### src/rtl/vend_arbiter_if.sv
// vend_arbiter_if: every signal between vend_arbiter, the two customer panels
// and the shared vending_machine core.
//   panel side : req_*, choice_*, coin_vld_*, coin_* in; gnt_*, done_*,
//                abort, prd_out, chng_out out
//   core side  : vm_rst, vm_choice, vm_in_mny out; vm_prd, vm_chng in
// modport slave  = the arbiter
// modport master = the environment (panels + core)
interface vend_arbiter_if;
  logic       req_a, req_b;
  logic [1:0] choice_a, choice_b;
  logic       coin_vld_a, coin_vld_b;
  logic [1:0] coin_a, coin_b;
  logic       gnt_a, gnt_b;
  logic       done_a, done_b;
  logic       abort;
  logic [2:0] prd_out;
  logic [1:0] chng_out;
  logic       vm_rst;
  logic [1:0] vm_choice;
  logic [1:0] vm_in_mny;
  logic [2:0] vm_prd;
  logic [1:0] vm_chng;

  modport slave (
    input  req_a, req_b, choice_a, choice_b, coin_vld_a, coin_vld_b,
           coin_a, coin_b, vm_prd, vm_chng,
    output gnt_a, gnt_b, done_a, done_b, abort, prd_out, chng_out,
           vm_rst, vm_choice, vm_in_mny
  );

  modport master (
    output req_a, req_b, choice_a, choice_b, coin_vld_a, coin_vld_b,
           coin_a, coin_b, vm_prd, vm_chng,
    input  gnt_a, gnt_b, done_a, done_b, abort, prd_out, chng_out,
           vm_rst, vm_choice, vm_in_mny
  );
endinterface

### src/rtl/vend_arbiter.sv
// vend_arbiter: shares one vending_machine core between panels A and B.
// Round-robin grant, choice latched at grant, owner coins forwarded one
// cycle late, product/change captured on dispense, idle timeout or request
// drop aborts the session, and the core is held in reset between sessions.
// Ports:
//   clk  - rising-edge clock
//   rst  - asynchronous active-low reset
//   bus  - vend_arbiter_if.slave (panel and core signals)
// Parameter:
//   TIMEOUT_CYC - idle COLLECT cycles before abort (2..255)
// All outputs are registered.
module vend_arbiter #(
  parameter int unsigned TIMEOUT_CYC = 16
) (
  input  logic           clk,
  input  logic           rst,
  vend_arbiter_if.slave  bus
);

  localparam logic [7:0] TMO = 8'(TIMEOUT_CYC);

  typedef enum logic [2:0] {
    S_IDLE, S_LOAD, S_COLLECT, S_DONE, S_CLEAR
  } state_t;

  state_t     state, state_nxt;

  // owner/last: 0 = panel A, 1 = panel B
  logic       owner_q, owner_d;
  logic       last_b_q, last_b_d;
  logic [7:0] idle_cnt_q, idle_cnt_d;

  logic       gnt_a_q, gnt_a_d, gnt_b_q, gnt_b_d;
  logic       done_a_q, done_a_d, done_b_q, done_b_d;
  logic       abort_q, abort_d;
  logic [2:0] prd_q, prd_d;
  logic [1:0] chng_q, chng_d;
  logic       vm_rst_q, vm_rst_d;
  logic [1:0] vm_choice_q, vm_choice_d;
  logic [1:0] vm_in_mny_q, vm_in_mny_d;

  logic       win_b, own_req, own_coin_hit, dispense, timeout, in_sess;
  logic [1:0] own_coin;

  // B wins if it is the only requester, or on a tie when A was granted last.
  assign win_b        = bus.req_b & (~bus.req_a | ~last_b_q);
  assign own_req      = owner_q ? bus.req_b : bus.req_a;
  assign own_coin     = owner_q ? bus.coin_b : bus.coin_a;
  assign own_coin_hit = (owner_q ? bus.coin_vld_b : bus.coin_vld_a) &
                        (own_coin != 2'b00);
  assign dispense     = (bus.vm_prd != 3'b000);
  assign timeout      = (idle_cnt_q >= TMO);

  // state register
  always_ff @(posedge clk or negedge rst) begin
    if (!rst) state <= S_IDLE;
    else      state <= state_nxt;
  end

  // next-state logic
  always_comb begin
    state_nxt = state;
    case (state)
      S_IDLE:    if (bus.req_a | bus.req_b) state_nxt = S_LOAD;
      S_LOAD:    state_nxt = S_COLLECT;
      S_COLLECT: if (dispense | timeout | ~own_req) state_nxt = S_DONE;
      S_DONE:    state_nxt = S_CLEAR;
      S_CLEAR:   state_nxt = S_IDLE;
      default:   state_nxt = S_IDLE;
    endcase
  end

  // output logic: next values of every registered output, keyed on the
  // transition being taken so the outputs line up with the new state.
  always_comb begin
    owner_d     = owner_q;
    last_b_d    = last_b_q;
    vm_choice_d = vm_choice_q;
    prd_d       = prd_q;
    chng_d      = chng_q;
    done_a_d    = 1'b0;
    done_b_d    = 1'b0;
    abort_d     = 1'b0;
    vm_in_mny_d = 2'b00;
    idle_cnt_d  = 8'd0;

    if (state == S_IDLE && state_nxt == S_LOAD) begin
      owner_d     = win_b;
      last_b_d    = win_b;
      vm_choice_d = win_b ? bus.choice_b : bus.choice_a;
    end

    if (state == S_COLLECT) begin
      if (own_coin_hit) begin
        vm_in_mny_d = own_coin;
        idle_cnt_d  = 8'd0;
      end else if (idle_cnt_q < TMO) begin
        idle_cnt_d  = idle_cnt_q + 8'd1;
      end else begin
        idle_cnt_d  = idle_cnt_q;
      end
    end

    // Dispense wins over timeout/request drop in the same cycle.
    if (state == S_COLLECT && state_nxt == S_DONE) begin
      done_a_d = ~owner_q;
      done_b_d = owner_q;
      abort_d  = ~dispense;
      prd_d    = dispense ? bus.vm_prd  : 3'b000;
      chng_d   = dispense ? bus.vm_chng : 2'b00;
    end

    in_sess  = (state_nxt == S_LOAD) || (state_nxt == S_COLLECT) ||
               (state_nxt == S_DONE);
    gnt_a_d  = in_sess & ~owner_d;
    gnt_b_d  = in_sess &  owner_d;
    vm_rst_d = (state_nxt == S_IDLE) || (state_nxt == S_CLEAR);
  end

  always_ff @(posedge clk or negedge rst) begin
    if (!rst) begin
      owner_q     <= 1'b0;
      last_b_q    <= 1'b1;
      idle_cnt_q  <= 8'd0;
      gnt_a_q     <= 1'b0;
      gnt_b_q     <= 1'b0;
      done_a_q    <= 1'b0;
      done_b_q    <= 1'b0;
      abort_q     <= 1'b0;
      prd_q       <= 3'b000;
      chng_q      <= 2'b00;
      vm_rst_q    <= 1'b1;
      vm_choice_q <= 2'b00;
      vm_in_mny_q <= 2'b00;
    end else begin
      owner_q     <= owner_d;
      last_b_q    <= last_b_d;
      idle_cnt_q  <= idle_cnt_d;
      gnt_a_q     <= gnt_a_d;
      gnt_b_q     <= gnt_b_d;
      done_a_q    <= done_a_d;
      done_b_q    <= done_b_d;
      abort_q     <= abort_d;
      prd_q       <= prd_d;
      chng_q      <= chng_d;
      vm_rst_q    <= vm_rst_d;
      vm_choice_q <= vm_choice_d;
      vm_in_mny_q <= vm_in_mny_d;
    end
  end

  assign bus.gnt_a     = gnt_a_q;
  assign bus.gnt_b     = gnt_b_q;
  assign bus.done_a    = done_a_q;
  assign bus.done_b    = done_b_q;
  assign bus.abort     = abort_q;
  assign bus.prd_out   = prd_q;
  assign bus.chng_out  = chng_q;
  assign bus.vm_rst    = vm_rst_q;
  assign bus.vm_choice = vm_choice_q;
  assign bus.vm_in_mny = vm_in_mny_q;

endmodule

### src/flat_wrapper.sv
// flat-port wrapper written by rule: the top's interface ports become plain ports
module vend_arbiter_flat 
#(
  parameter int unsigned TIMEOUT_CYC = 16
)
  (clk, rst, bus_req_a, bus_req_b, bus_choice_a, bus_choice_b, bus_coin_vld_a, bus_coin_vld_b, bus_coin_a, bus_coin_b, bus_vm_prd, bus_vm_chng, bus_gnt_a, bus_gnt_b, bus_done_a, bus_done_b, bus_abort, bus_prd_out, bus_chng_out, bus_vm_rst, bus_vm_choice, bus_vm_in_mny);
  vend_arbiter_if bus_i ();
  input  logic clk;
  input  logic rst;
  input wire logic [$bits(bus_i.req_a)-1:0] bus_req_a;
  input wire logic [$bits(bus_i.req_b)-1:0] bus_req_b;
  input wire logic [$bits(bus_i.choice_a)-1:0] bus_choice_a;
  input wire logic [$bits(bus_i.choice_b)-1:0] bus_choice_b;
  input wire logic [$bits(bus_i.coin_vld_a)-1:0] bus_coin_vld_a;
  input wire logic [$bits(bus_i.coin_vld_b)-1:0] bus_coin_vld_b;
  input wire logic [$bits(bus_i.coin_a)-1:0] bus_coin_a;
  input wire logic [$bits(bus_i.coin_b)-1:0] bus_coin_b;
  input wire logic [$bits(bus_i.vm_prd)-1:0] bus_vm_prd;
  input wire logic [$bits(bus_i.vm_chng)-1:0] bus_vm_chng;
  output wire logic [$bits(bus_i.gnt_a)-1:0] bus_gnt_a;
  output wire logic [$bits(bus_i.gnt_b)-1:0] bus_gnt_b;
  output wire logic [$bits(bus_i.done_a)-1:0] bus_done_a;
  output wire logic [$bits(bus_i.done_b)-1:0] bus_done_b;
  output wire logic [$bits(bus_i.abort)-1:0] bus_abort;
  output wire logic [$bits(bus_i.prd_out)-1:0] bus_prd_out;
  output wire logic [$bits(bus_i.chng_out)-1:0] bus_chng_out;
  output wire logic [$bits(bus_i.vm_rst)-1:0] bus_vm_rst;
  output wire logic [$bits(bus_i.vm_choice)-1:0] bus_vm_choice;
  output wire logic [$bits(bus_i.vm_in_mny)-1:0] bus_vm_in_mny;
  assign bus_i.req_a = bus_req_a;
  assign bus_i.req_b = bus_req_b;
  assign bus_i.choice_a = bus_choice_a;
  assign bus_i.choice_b = bus_choice_b;
  assign bus_i.coin_vld_a = bus_coin_vld_a;
  assign bus_i.coin_vld_b = bus_coin_vld_b;
  assign bus_i.coin_a = bus_coin_a;
  assign bus_i.coin_b = bus_coin_b;
  assign bus_i.vm_prd = bus_vm_prd;
  assign bus_i.vm_chng = bus_vm_chng;
  assign bus_gnt_a = bus_i.gnt_a;
  assign bus_gnt_b = bus_i.gnt_b;
  assign bus_done_a = bus_i.done_a;
  assign bus_done_b = bus_i.done_b;
  assign bus_abort = bus_i.abort;
  assign bus_prd_out = bus_i.prd_out;
  assign bus_chng_out = bus_i.chng_out;
  assign bus_vm_rst = bus_i.vm_rst;
  assign bus_vm_choice = bus_i.vm_choice;
  assign bus_vm_in_mny = bus_i.vm_in_mny;
  vend_arbiter #(.TIMEOUT_CYC(TIMEOUT_CYC)) u_core (.clk(clk), .rst(rst), .bus(bus_i));
endmodule
### config.mk
export PLATFORM = sky130hd
export DESIGN_NAME = vend_arbiter_flat
export DESIGN_NICKNAME = d
export VERILOG_FILES = /design/src/rtl/vend_arbiter_if.sv /design/src/rtl/vend_arbiter.sv /design/src/flat_wrapper.sv
export SDC_FILE = /design/constraint.sdc
export NUM_CORES = 1
export LEC_CHECK = 0
export CAP_MARGIN = 20
export CORE_UTILIZATION = 46
export CTS_CLUSTER_DIAMETER = 150
export DETAILED_ROUTE_END_ITERATION = 16
export PLACE_DENSITY = 0.75
export RECOVER_POWER = 100
export SYNTH_ARGS = -nofsm -noshare
export SYNTH_HDL_FRONTEND = slang
export SYNTH_SLANG_ARGS = --single-unit
### constraint.sdc
create_clock -name clk -period 2.1 [get_ports clk]
set_clock_uncertainty 0.15 [all_clocks]
set_input_delay 0.42 -clock clk [delete_from_list [all_inputs] [get_ports clk]]
set_output_delay 0.42 -clock clk [all_outputs]
set_load 0.02 [all_outputs]
==> results of run 1 <==
## power by group
part | internal, mW | total, mW | switching [mW]
clock network | 0.106 | 0.260 | 0.154
registers | 0.725 | 0.853 | 0.128
logic | 0.389 | 0.865 | 0.476
## synthesized netlist by cell type, drive strengths merged, types with 2 or more instances
| master | number | area share |
|---|---|---|
| a211oi | 2 | 0.012 |
| a21oi | 6 | 0.025 |
| a22o | 3 | 0.022 |
| a31oi | 3 | 0.015 |
| a32o | 2 | 0.016 |
| a32oi | 2 | 0.014 |
| dfrtp | 26 | 0.53 |
| dfstp | 2 | 0.043 |
| ha | 2 | 0.020 |
| inv | 9 | 0.028 |
| mux2i | 3 | 0.025 |
| nand2 | 6 | 0.018 |
| nand3 | 2 | 0.0082 |
| nor2 | 13 | 0.040 |
| nor3 | 2 | 0.0082 |
| o211ai | 2 | 0.012 |
| o21ai | 5 | 0.020 |
| or3 | 3 | 0.015 |
| or4 | 2 | 0.015 |
| xnor2 | 2 | 0.014 |
## path summary, 6_finish.rpt
check | from | end | slack [ps] | cells past startpoint
worst max-delay path | u_core.bus.vm_rst$_DFF_PN1_ | bus_vm_rst | 90 | 1
worst min register to register | u_core.bus.chng_out[1]$_DFFE_PN0P_ | u_core.bus.chng_out[1]$_DFFE_PN0P_ | 360 | 1
worst min-delay path | u_core.bus.chng_out[1]$_DFFE_PN0P_ | u_core.bus.chng_out[1]$_DFFE_PN0P_ | 360 | 1
min in group asynchronous | rst | u_core.bus.done_a$_DFF_PN0_ | 470 | 2
worst max register to register | u_core.idle_cnt_q[7]$_DFFE_PN0P_ | u_core.bus.prd_out[1]$_DFFE_PN0P_ | 260 | 3
max in group asynchronous | rst | u_core.bus.vm_choice[0]$_DFFE_PN0P_ | 890 | 2
## metal layers
layer | share of wire | wire length [µm] | vias to the layer above
li1 | - | - | 484
met1 | 0.45 | 1148 | 473
met2 | 0.51 | 1303 | 29
met3 | 0.037 | 95 | 6
met4 | 0.011 | 29 | 0
met5 | 0 | 0 | -
## layout by cell type (no fill, tap or decap), types with 2 or more instances in the layout
cell type,instances
or3_1,3
clkdlybuf4s50_1,16
o211ai_1,2
xnor2_1,2
a22o_1,3
clkbuf_4,4
a31oi_1,3
a21oi_1,6
dlygate4sd3_1,17
dfrtp_1,26
nand2_1,6
clkbuf_1,3
dfstp_2,2
inv_1,9
nor2_1,13
a32oi_1,2
mux2i_1,3
ha_1,2
nor3_1,2
nand3_1,2
o21ai_0,5
a211oi_1,2
a32o_1,2
## final cells by class
cell class                      instances  area, µm²
Fill cell                             205      872.1
Clock buffer                            4      36.28
Tap cell                               30      37.54
Multi-Input combinational cell         71      455.4
Timing Repair Buffer                   39      361.6
Sequential cell                        28      703.2
Inverter                                9      33.78
## sequential cells by signal (all words and copies together) (netlist names)
signal / flops
u_core.bus.vm_choice: 2
u_core.last_b_q: 1
u_core.bus.chng_out: 2
u_core.bus.gnt_a: 1
u_core.owner_q: 1
u_core.bus.gnt_b: 1
u_core.bus.vm_in_mny: 2
u_core.bus.done_a: 1
u_core.bus.vm_rst: 1
u_core.bus.abort: 1
u_core.bus.prd_out: 3
u_core.state: 3
u_core.bus.done_b: 1
u_core.idle_cnt_q: 8
## cells by family after synthesis
family / after synthesis / share of synthesized area
simple gates: 35 / 0.1486
compound gates: 29 / 0.1762
flops: 28 / 0.5758
buf+inv: 11 / 0.03995
mux: 3 / 0.02459
xor+xnor: 2 / 0.01435
fa+ha+maj: 2 / 0.02049
==> summary.md, run 1 <==
| Metric | Value |
|---|---|
| CP max-delay cell | clkdlybuf4s50_1 |
| Post-synth cell types | 34 |
| Unrepaired setup endpoints after global routing | false |
| Pre-CTS WS | 40.50 ps |
| Vias | 992 |
| DR iter-0 viols | 24 |
| Critical path type | flop to output pin |
| WP data arrival | 1440 ps |
| Design area | 1628 µm² |
| Gr ovfl total | 0 |
| PwrDens | 1215 nW/µm² |
| Vias in the first global route | 901 |
| Port bufs | 33 |
| CP max stage delay | 590 ps |
| Drt via density | 5.481 |
| Hpwl dp | 1901 µm |
| Final worst setup slack | 88.14 ps |
| Ys Warns | 0 |
| CP Buf/Inv Count | 1 |
| CP required | 1530 ps |
| Placed instance area | 1619 µm² |
| Row count | 18 |
| Number of gates resized after cts | 0 |
| Setup_tns | 0 ps |
| Initial antenna violation count | 0 |
| Pins Over Slew Limit | 0 |
| Final #Nets | 173 |
| Placed cells | 177 |
| CP top delay family | buffers and inverters |
| Met1 Usage GRT | 0.2572 |
| P&R area growth vs syn | 33.30% |
| H-Tree Depth | 1 |
| Worst-path maximum fanout | 1 |
| Cells after Synth | 110 |
| Clk_lat worst skew | 330 ps |
| CTS tree | done |
| HP Class | flop to flop |
| Final setup violation count | 0 |
| Syn Area/Cell | 11.10 µm² |
| Startpoint Class | flop |
| Post-route ant nets | 0 |
| Clock transition at path regs | 150 ps |
| Total power draw | 1.978 mW |
| Initial Util | 0.4885 |
| Met3 Use GR | 0.02586 |
| EDFF count, synth | 0 |
| GRT Total Usage | 0.1926 |
| DR DRC count | 0 |
| # IOs | 34 |
| Status | finished clean |
| Final Hold Viols | 0 |
| Final worst-path cycle share | 0.9580 |
| Antenna Cells | 0 |
| Post-layout minimum cycle time | 2012 ps |
| Routed WL per cell | 14.23 µm |
| Max_slew headroom | 0.5586 |
| Crit end category | output pin |
| Slew @ Worst Pin | 662.1 ps |
| Root buf cell | clkbuf_4 |
| Core area | 2500 µm² |
| Syn_nets | 131 |
| Primary FF master, synth | dfrtp_1 |
| # hold bufs at CTS | 0 |
| CTS Sinks | 28 |
| Worst vdd ir | 0.0008138 V |
| Post-Layout Cell Count | 181 |
| GRT busiest layer | met2 |
| Synth Register Bits | 28 |
| LEAKAGE | 0.7094 nW |
| Crit-path cells | clkdlybuf4s50_1 |
| DRT Wirelength | 2576 µm |
| Sequential-to-total area share from yosys stat | 0.5758 |
| Max-Cap Viols | 0 |
| Met2 Usage GRT | 0.3188 |
| Max clock buf depth | 2 |
| Fmax achieved | 0.4971 GHz |
| Die area | 2865 µm² |
| CTS Buf Count | 3 |
| Pre-Repair DR Iteration Count | 4 |
| Die H | 53.53 µm |
| Placer Congestion | 0.8048 |
| Largest net degree at the start of global routing | 29 |
| Hold WS | 355.5 ps |
| Synthesized area | 1221 µm² |
| First-pass GRT wire length | 3939 µm |
| Layout cells sized above 1 | 0.08609 |
| Die X-Extent | 53.53 µm |
| Post-CTS Setup Inserts | 0 |
| Util after Layout | 0.6512 |
| Ys async rst share | 1.000 |
Note: power is estimated with default switching activity, not from simulation.
==> inputs of run 2 (changes only) <==
--- a/config.mk
+++ b/config.mk
@@ -6,11 +6,14 @@
 export NUM_CORES = 1
 export LEC_CHECK = 0
 export CAP_MARGIN = 20
-export CORE_UTILIZATION = 46
+export CORE_ASPECT_RATIO = 0.75
+export CORE_UTILIZATION = 50
 export CTS_CLUSTER_DIAMETER = 150
 export DETAILED_ROUTE_END_ITERATION = 16
-export PLACE_DENSITY = 0.75
+export DONT_BUFFER_PORTS = 1
+export PLACE_DENSITY = 0.63
 export RECOVER_POWER = 100
+export SLEW_MARGIN = 20
 export SYNTH_ARGS = -nofsm -noshare
 export SYNTH_HDL_FRONTEND = slang
 export SYNTH_SLANG_ARGS = --single-unit
==> run 2 against run 1 <==
Net effect: flip-flop and latch count unchanged; die area decreased by 7.6%; clock-buffer cell count unchanged; utilization decreased by 8.3 points; critical path depth increased by 2; sequential power increased by 18%; wire length decreased by 15%.
==> summary.md, run 2 (synthesized netlist as in run 1, its figures left out) <==
| Metric | Value |
|---|---|
| Core area | 2308 µm² (-7.7%) |
| Final Hold Viols | 0 (unchanged) |
| Beginning of the critical path | u_core.idle_cnt_q[7]$_DFFE_PN0P_ |
| Port bufs | 0 (-100%) |
| LEAKAGE | 0.5605 nW (-21%) |
| CP max-delay cell | or4_4 |
| Critical path type | flop to flop |
| Total power draw | 1.769 mW (-11%) |
| FF-to-FF End | u_core.bus.chng_out[0]$_DFFE_PN0P_ |
| CP max stage delay | 600 ps (about the same) |
| Clock Power Share | 0.142 (+0.011) |
| WP data arrival | 1890 ps (+450 ps) |
| Vias in the first global route | 796 (-12%) |
| Row count | 15 (-3) |
| Gr ovfl total | 0 (unchanged) |
| Crit end category | flop |
| CTS Sinks | 28 (unchanged) |
| Pins Over Slew Limit | 0 (unchanged) |
| Setup_tns | 0 ps (unchanged) |
| Max_slew headroom | 0.5493 (-0.009296) |
| Root buf cell | clkbuf_4 |
| FF-to-FF path depth | 3 (unchanged) |
| Routed WL per cell | 14.55 µm (+2.3%) |
| Clk_lat worst skew | 320 ps (about the same) |
| Die H | 44.80 µm (-16%) |
| Drt via density | 5.533 (+0.96%) |
| Worst-path maximum fanout | 8 (+7) |
| Final #Nets | 138 (-20%) |
| Clock transition at path regs | 140 ps (about the same) |
| Share of power burned in registers | 0.571 (+0.140) |
| First-pass GRT wire length | 3519 µm (-11%) |
| Initial antenna violation count | 0 (unchanged) |
| Die X-Extent | 59.07 µm (+10%) |
| Sw frac | 0.4027 (+0.01989) |
| Worst Setup EP | u_core.bus.chng_out[0]$_DFFE_PN0P_ |
| Placer Congestion | 0.7449 (-7.4%) |
| DR DRC count | 0 (unchanged) |
| Unrepaired setup endpoints after global routing | false |
| Internal power | 1.057 mW (-13%) |
| Status | finished clean |
| H-Tree Depth | 1 (unchanged) |
| # IOs | 34 (unchanged) |
| Fmax achieved | 0.5612 GHz (+13%) |
| Antenna Cells | 0 (unchanged) |
| Pre-Repair DR Iteration Count | 4 (unchanged) |
| HP Class | primary input to flop |
| Post-route ant nets | 0 (unchanged) |
| Final worst-path cycle share | 0.8485 (-0.1096) |
| Largest Register | u_core.idle_cnt_q |
| Initial Util | 0.5290 (+0.04051) |
| Post-layout minimum cycle time | 1782 ps (-230.1 ps) |
| Max clock buf depth | 2 (unchanged) |
| Worst vdd ir | 0.0008554 V (+5.1%) |
| Startpoint Class | flop |
| Post-CTS Setup Inserts | 0 (unchanged) |
| DR iter-0 viols | 23 (-4.2%) |
| Commonest non-fill, non-tap cell in the layout | dfrtp_1 |
| Final setup violation count | 0 (unchanged) |
| Layout cells sized above 1 | 0.09483 (+0.008735) |
| RR Startpoint | u_core.idle_cnt_q[7]$_DFFE_PN0P_ |
| CP top delay family | simple AND/OR/NAND/NOR gates |
| CTS Buf Count | 3 (unchanged) |
| Vias | 830 (-16%) |
| Psw | 0.7126 mW (-5.9%) |
| CP Buf/Inv Count | 0 (-1) |
| R2R setup slack | 320 ps (+60 ps) |
| Slew @ Worst Pin | 673.0 ps (+10.98 ps) |
| Crit-path cells | or4_4 > o31ai_4 > a32o_1 |
| Max-Cap Viols | 0 (unchanged) |
| Most frequent cells in the layout | 26 x dfrtp_1, 13 x nor2_1, 9 x inv_1 |
| Die area | 2646 µm² (-7.6%) |
| DRT Wirelength | 2183 µm (-15%) |
| Hpwl dp | 1584 µm (-17%) |
| P&R area growth vs syn | 7.480% |
| Worst path depth | 3 (+2) |
| CP required | 2210 ps (+680 ps) |
| Combinational power share | 0.286 (-0.151) |
| PwrDens | 1348 nW/µm² (+11%) |
| Flip-flop count of the largest register after layout | 8 (unchanged) |
| Largest net degree at the start of global routing | 29 (unchanged) |
| CTS tree | done |
| GRT Total Usage | 0.1843 (-0.008339) |
| Number of gates resized after cts | 0 (unchanged) |
[run 2: changes by cell type in the layout (fill, tap and decap cells not counted)]
cell / delta
dlygate4sd3_1: -15
dfstp_2: -1
clkdlybuf4s50_1: -16
o31ai_2: -1
o31ai_4: +1
clkbuf_4: -1
dfstp_1: +1
clkbuf_1: -3
[run 2: cell type report]
type / count / area (µm²)
multi-input combinational: 71 / 464.2
timing repair buffer: 4 / 32.53
fill: 217 / 996.0
clock buffer: 4 / 36.28
inverter: 9 / 33.78
tap: 34 / 42.54
sequential: 28 / 703.2
[run 2: worst min path at each step]
stage / slack (ps) / start / endpoint / cells after the start
after floorplan: -30 / rst / u_core.bus.abort$_DFF_PN0_ / 0
after global placement: -30 / rst / u_core.bus.gnt_a$_DFF_PN0_ / 0
after detailed placement: -30 / rst / u_core.bus.gnt_a$_DFF_PN0_ / 0
after CTS: 10 / bus_req_a / u_core.bus.done_a$_DFF_PN0_ / 1
after global routing: 1 / bus_req_a / u_core.bus.done_a$_DFF_PN0_ / 1
final: 20 / bus_req_a / u_core.bus.done_a$_DFF_PN0_ / 1
[run 2: power by group through the flow]
| stage | clock [mW] | combinational, mW | sequential, mW |
|---|---|---|---|
| 3_3_place_gp | 0 | 0.480 | 1.02 |
| 3_5_place_dp | 0 | 0.501 | 1.03 |
| 4_1_cts | 0.263 | 0.516 | 1.02 |
| 2_1_floorplan | 0 | 0.416 | 0.978 |
| 5_1_grt | 0.282 | 0.582 | 1.04 |
| 6_report | 0.252 | 0.506 | 1.01 |
[run 2: per-layer routing]
layer	share of wire	track usage	vias up
met3	0.085	0.08023	2
met1	0.50	0.2750	387
met2	0.41	0.2477	33
li1	-	-	408
met5	0	0	-
met4	0.0069	0.03810	0
[run 2: metrics by stage]
step | cells | utilization | hold slack (ps) | cell area [µm²] | worst slack (ps)
after floorplan | 110 | - | -25.59 | 1221 | 376.1
after global placement | 143 | 0.5442 | -25.11 | 1256 | 402.2
after detailed placement | 143 | 0.5442 | -25.09 | 1256 | 346.7
after CTS | 149 | 0.5729 | 10.50 | 1323 | 310.9
after global routing | 150 | 0.5686 | 1.161 | 1313 | 248.1
final | 150 | 0.5686 | 18.07 | 1313 | 318.2
[run 2: timing repair]
action	4_1_cts	5_1_grt
hold endpoints to repair	28	1
endpoints found under the setup margin	0	0
hold buffers	2	1
==> inputs of run 3 (changes only) <==
--- a/config.mk
+++ b/config.mk
@@ -11,7 +11,7 @@
 export CTS_CLUSTER_DIAMETER = 150
 export DETAILED_ROUTE_END_ITERATION = 16
 export DONT_BUFFER_PORTS = 1
-export PLACE_DENSITY = 0.63
+export PLACE_DENSITY = 0.66
 export RECOVER_POWER = 100
 export SLEW_MARGIN = 20
 export SYNTH_ARGS = -nofsm -noshare
==> constraint.sdc (replaced) <==
create_clock -name clk -period 1.6 [get_ports clk]
set_clock_uncertainty 0.15 [all_clocks]
set_input_delay 0.32 -clock clk [delete_from_list [all_inputs] [get_ports clk]]
set_output_delay 0.32 -clock clk [all_outputs]
set_load 0.02 [all_outputs]
==> run 3 against run 2 <==
Net effect: the flow now finishes with violations (negative setup slack); combinational power grew 53%; clock power grew 14%; cell area grew 12%.
==> summary.md, run 3 (synthesized netlist as in run 1, its figures left out) <==
| Metric | Value |
|---|---|
| Status | finished with violations |
| Failing checks | negative setup slack |
| DR DRC count | 0 (unchanged) |
| # IOs | 34 (unchanged) |
| Pins Over Slew Limit | 0 (unchanged) |
| Die X-Extent | 59.07 µm (unchanged) |
| Crit end category | flop |
| CTS Sinks | 28 (unchanged) |
| Min-Delay Path Depth | 2 (+1) |
| Worst-path maximum fanout | 6 (-2) |
| Layout cells sized above 1 | 0.1716 (+0.07681) |
| Max-Cap Viols | 0 (unchanged) |
| Core area | 2308 µm² (unchanged) |
| Final worst setup slack | -90.70 ps (-408.9 ps) |
| Initial antenna violation count | 0 (unchanged) |
| Gr ovfl total | 0 (unchanged) |
| Post-route ant nets | 0 (unchanged) |
| Final setup violation count | 8 (+8) |
| WP data arrival | 1820 ps (-70 ps) |
| Clk_lat worst skew | 320 ps (about the same) |
| Vias in the first global route | 830 (+4.3%) |
| Worst vdd ir | 0.0009128 V (+6.7%) |
| Max_slew headroom | 0.5588 (+0.009473) |
| Critical path type | flop to flop |
| FF-to-FF path depth | 3 (unchanged) |
| Fill count | 196 (-9.7%) |
| CTS tree | done |
| Met3 Use GR | 0.06590 (-0.01433) |
| CP required | 1720 ps (-490 ps) |
| DRT Wirelength | 2372 µm (+8.7%) |
| Met1 Usage GRT | 0.2570 (-0.01797) |
| Most frequent cells in the layout | 26 x dfrtp_1, 11 x nor2_1, 10 x dlygate4sd3_1 |
| Final Hold Viols | 0 (unchanged) |
| Largest net degree at the start of global routing | 29 (unchanged) |
| Routed WL per cell | 14.12 µm (-3.0%) |
| Die H | 44.80 µm (unchanged) |
| Port bufs | 0 (unchanged) |
| PwrDens | 1613 nW/µm² (+20%) |
| Initial Util | 0.5290 (unchanged) |
| Final worst-path cycle share | 1.057 (+0.2082) |
| Row count | 15 (unchanged) |
| Startpoint Class | flop |
| Pre-Repair DR Iteration Count | 4 (unchanged) |
| Util after Layout | 0.6396 (+0.07100) |
| First-pass GRT wire length | 3698 µm (+5.1%) |
| Clock transition at path regs | 130 ps (about the same) |
| Placed cells | 152 (+6.3%) |
| Largest Register | u_core.idle_cnt_q |
| Fmax achieved | 0.5915 GHz (+5.4%) |
| HP Class | primary input to flop |
| P&R area growth vs syn | 20.90% |
| H-Tree Depth | 1 (unchanged) |
| GRT busiest layer | met2 |
| Hpwl dp | 1706 µm (+7.7%) |
| Root buf cell | clkbuf_4 |
| Vias | 934 (+13%) |
| Met2 Usage GRT | 0.3159 (+0.06818) |
| Drt via density | 5.560 (+0.47%) |
| Slew @ Worst Pin | 661.8 ps (-11.25 ps) |
| LEAKAGE | 0.6326 nW (+13%) |
| Antenna Cells | 0 (unchanged) |
| Post-layout minimum cycle time | 1691 ps (-91.07 ps) |
| Post-Layout Cell Count | 168 (+12%) |
| Flip-flop count of the largest register after layout | 8 (unchanged) |
| Final #Nets | 156 (+13%) |
| Commonest non-fill, non-tap cell in the layout | dfrtp_1 |
| CTS Buf Count | 3 (unchanged) |
| Die area | 2646 µm² (unchanged) |
| GRT Total Usage | 0.1987 (+0.01444) |
| Placer Congestion | 0.7385 (-0.86%) |
| DR iter-0 viols | 28 (+22%) |
| Max clock buf depth | 2 (unchanged) |
| Unrepaired setup endpoints after global routing | true |
==> run 3: repair_timing <==
item                       4_1_cts  5_1_grt
hold endpoints to repair        39        0
pin swaps                        4        3
setup buffers                    1        0
setup endpoints to repair       11       14
hold buffers                    11        0
gates resized for setup          3        5
==> run 3: cell type report <==
class / count / area [µm²] / area share
well taps: 34 / 42.54 / 0.02881
inverters: 9 / 33.78 / 0.02288
multi-input cells: 71 / 493.0 / 0.3339
flip-flops and latches: 28 / 703.2 / 0.4763
repair buffers: 22 / 177.7 / 0.1203
clock buffers: 4 / 26.28 / 0.01780
==> run 3: power by group <==
part / internal, mW / total (mW) / switching, mW / leakage, nW
Clock: 0.0978 / 0.288 / 0.191 / 0.0150
Combinational: 0.360 / 0.775 / 0.415 / 0.258
Sequential: 0.951 / 1.32 / 0.367 / 0.359
Total: 1.41 / 2.38 / 0.973 / 0.633
==> run 3: critical path: stages (launching register included) <==
cell     delay, ps
dfrtp_1        410
or4_4          580
o31ai_4        320
a22o_1         180
==> run 3: final timing paths <==
check / startpoint / to / slack, ps
max: u_core.idle_cnt_q[5]$_DFFE_PN0P_ / u_core.bus.prd_out[0]$_DFFE_PN0P_ / -90
min: bus_coin_vld_b / u_core.bus.vm_in_mny[1]$_DFF_PN0_ / 30
max reg2reg: u_core.idle_cnt_q[5]$_DFFE_PN0P_ / u_core.bus.prd_out[0]$_DFFE_PN0P_ / -90
min reg2reg: u_core.last_b_q$_DFFE_PN1P_ / u_core.last_b_q$_DFFE_PN1P_ / 360
max in group asynchronous: rst / u_core.bus.vm_choice[1]$_DFFE_PN0P_ / 480
min in group asynchronous: rst / u_core.idle_cnt_q[0]$_DFFE_PN0P_ / 400
==> run 3: stage by stage <==
step                      power [mW]  setup slack (ps)  TNS, ps  instance area [µm²]  hold slack [ps]
after floorplan                1.829            -69.35   -412.1                 1221           -125.6
after global placement         2.030            -20.02   -117.4                 1324           -124.9
after detailed placement       2.055            -66.93   -492.5                 1324           -125.0
after CTS                      2.402            -83.69   -618.9                 1484            21.85
after global routing           2.554            -176.0    -1295                 1476            27.62
final                          2.381            -90.70   -657.8                 1476            28.90
==> run 3: per-layer routing <==
metal,up-vias,part of all wire
met5,-,0
met4,0,0.014
met3,5,0.070
met2,43,0.45
met1,441,0.47
li1,445,-
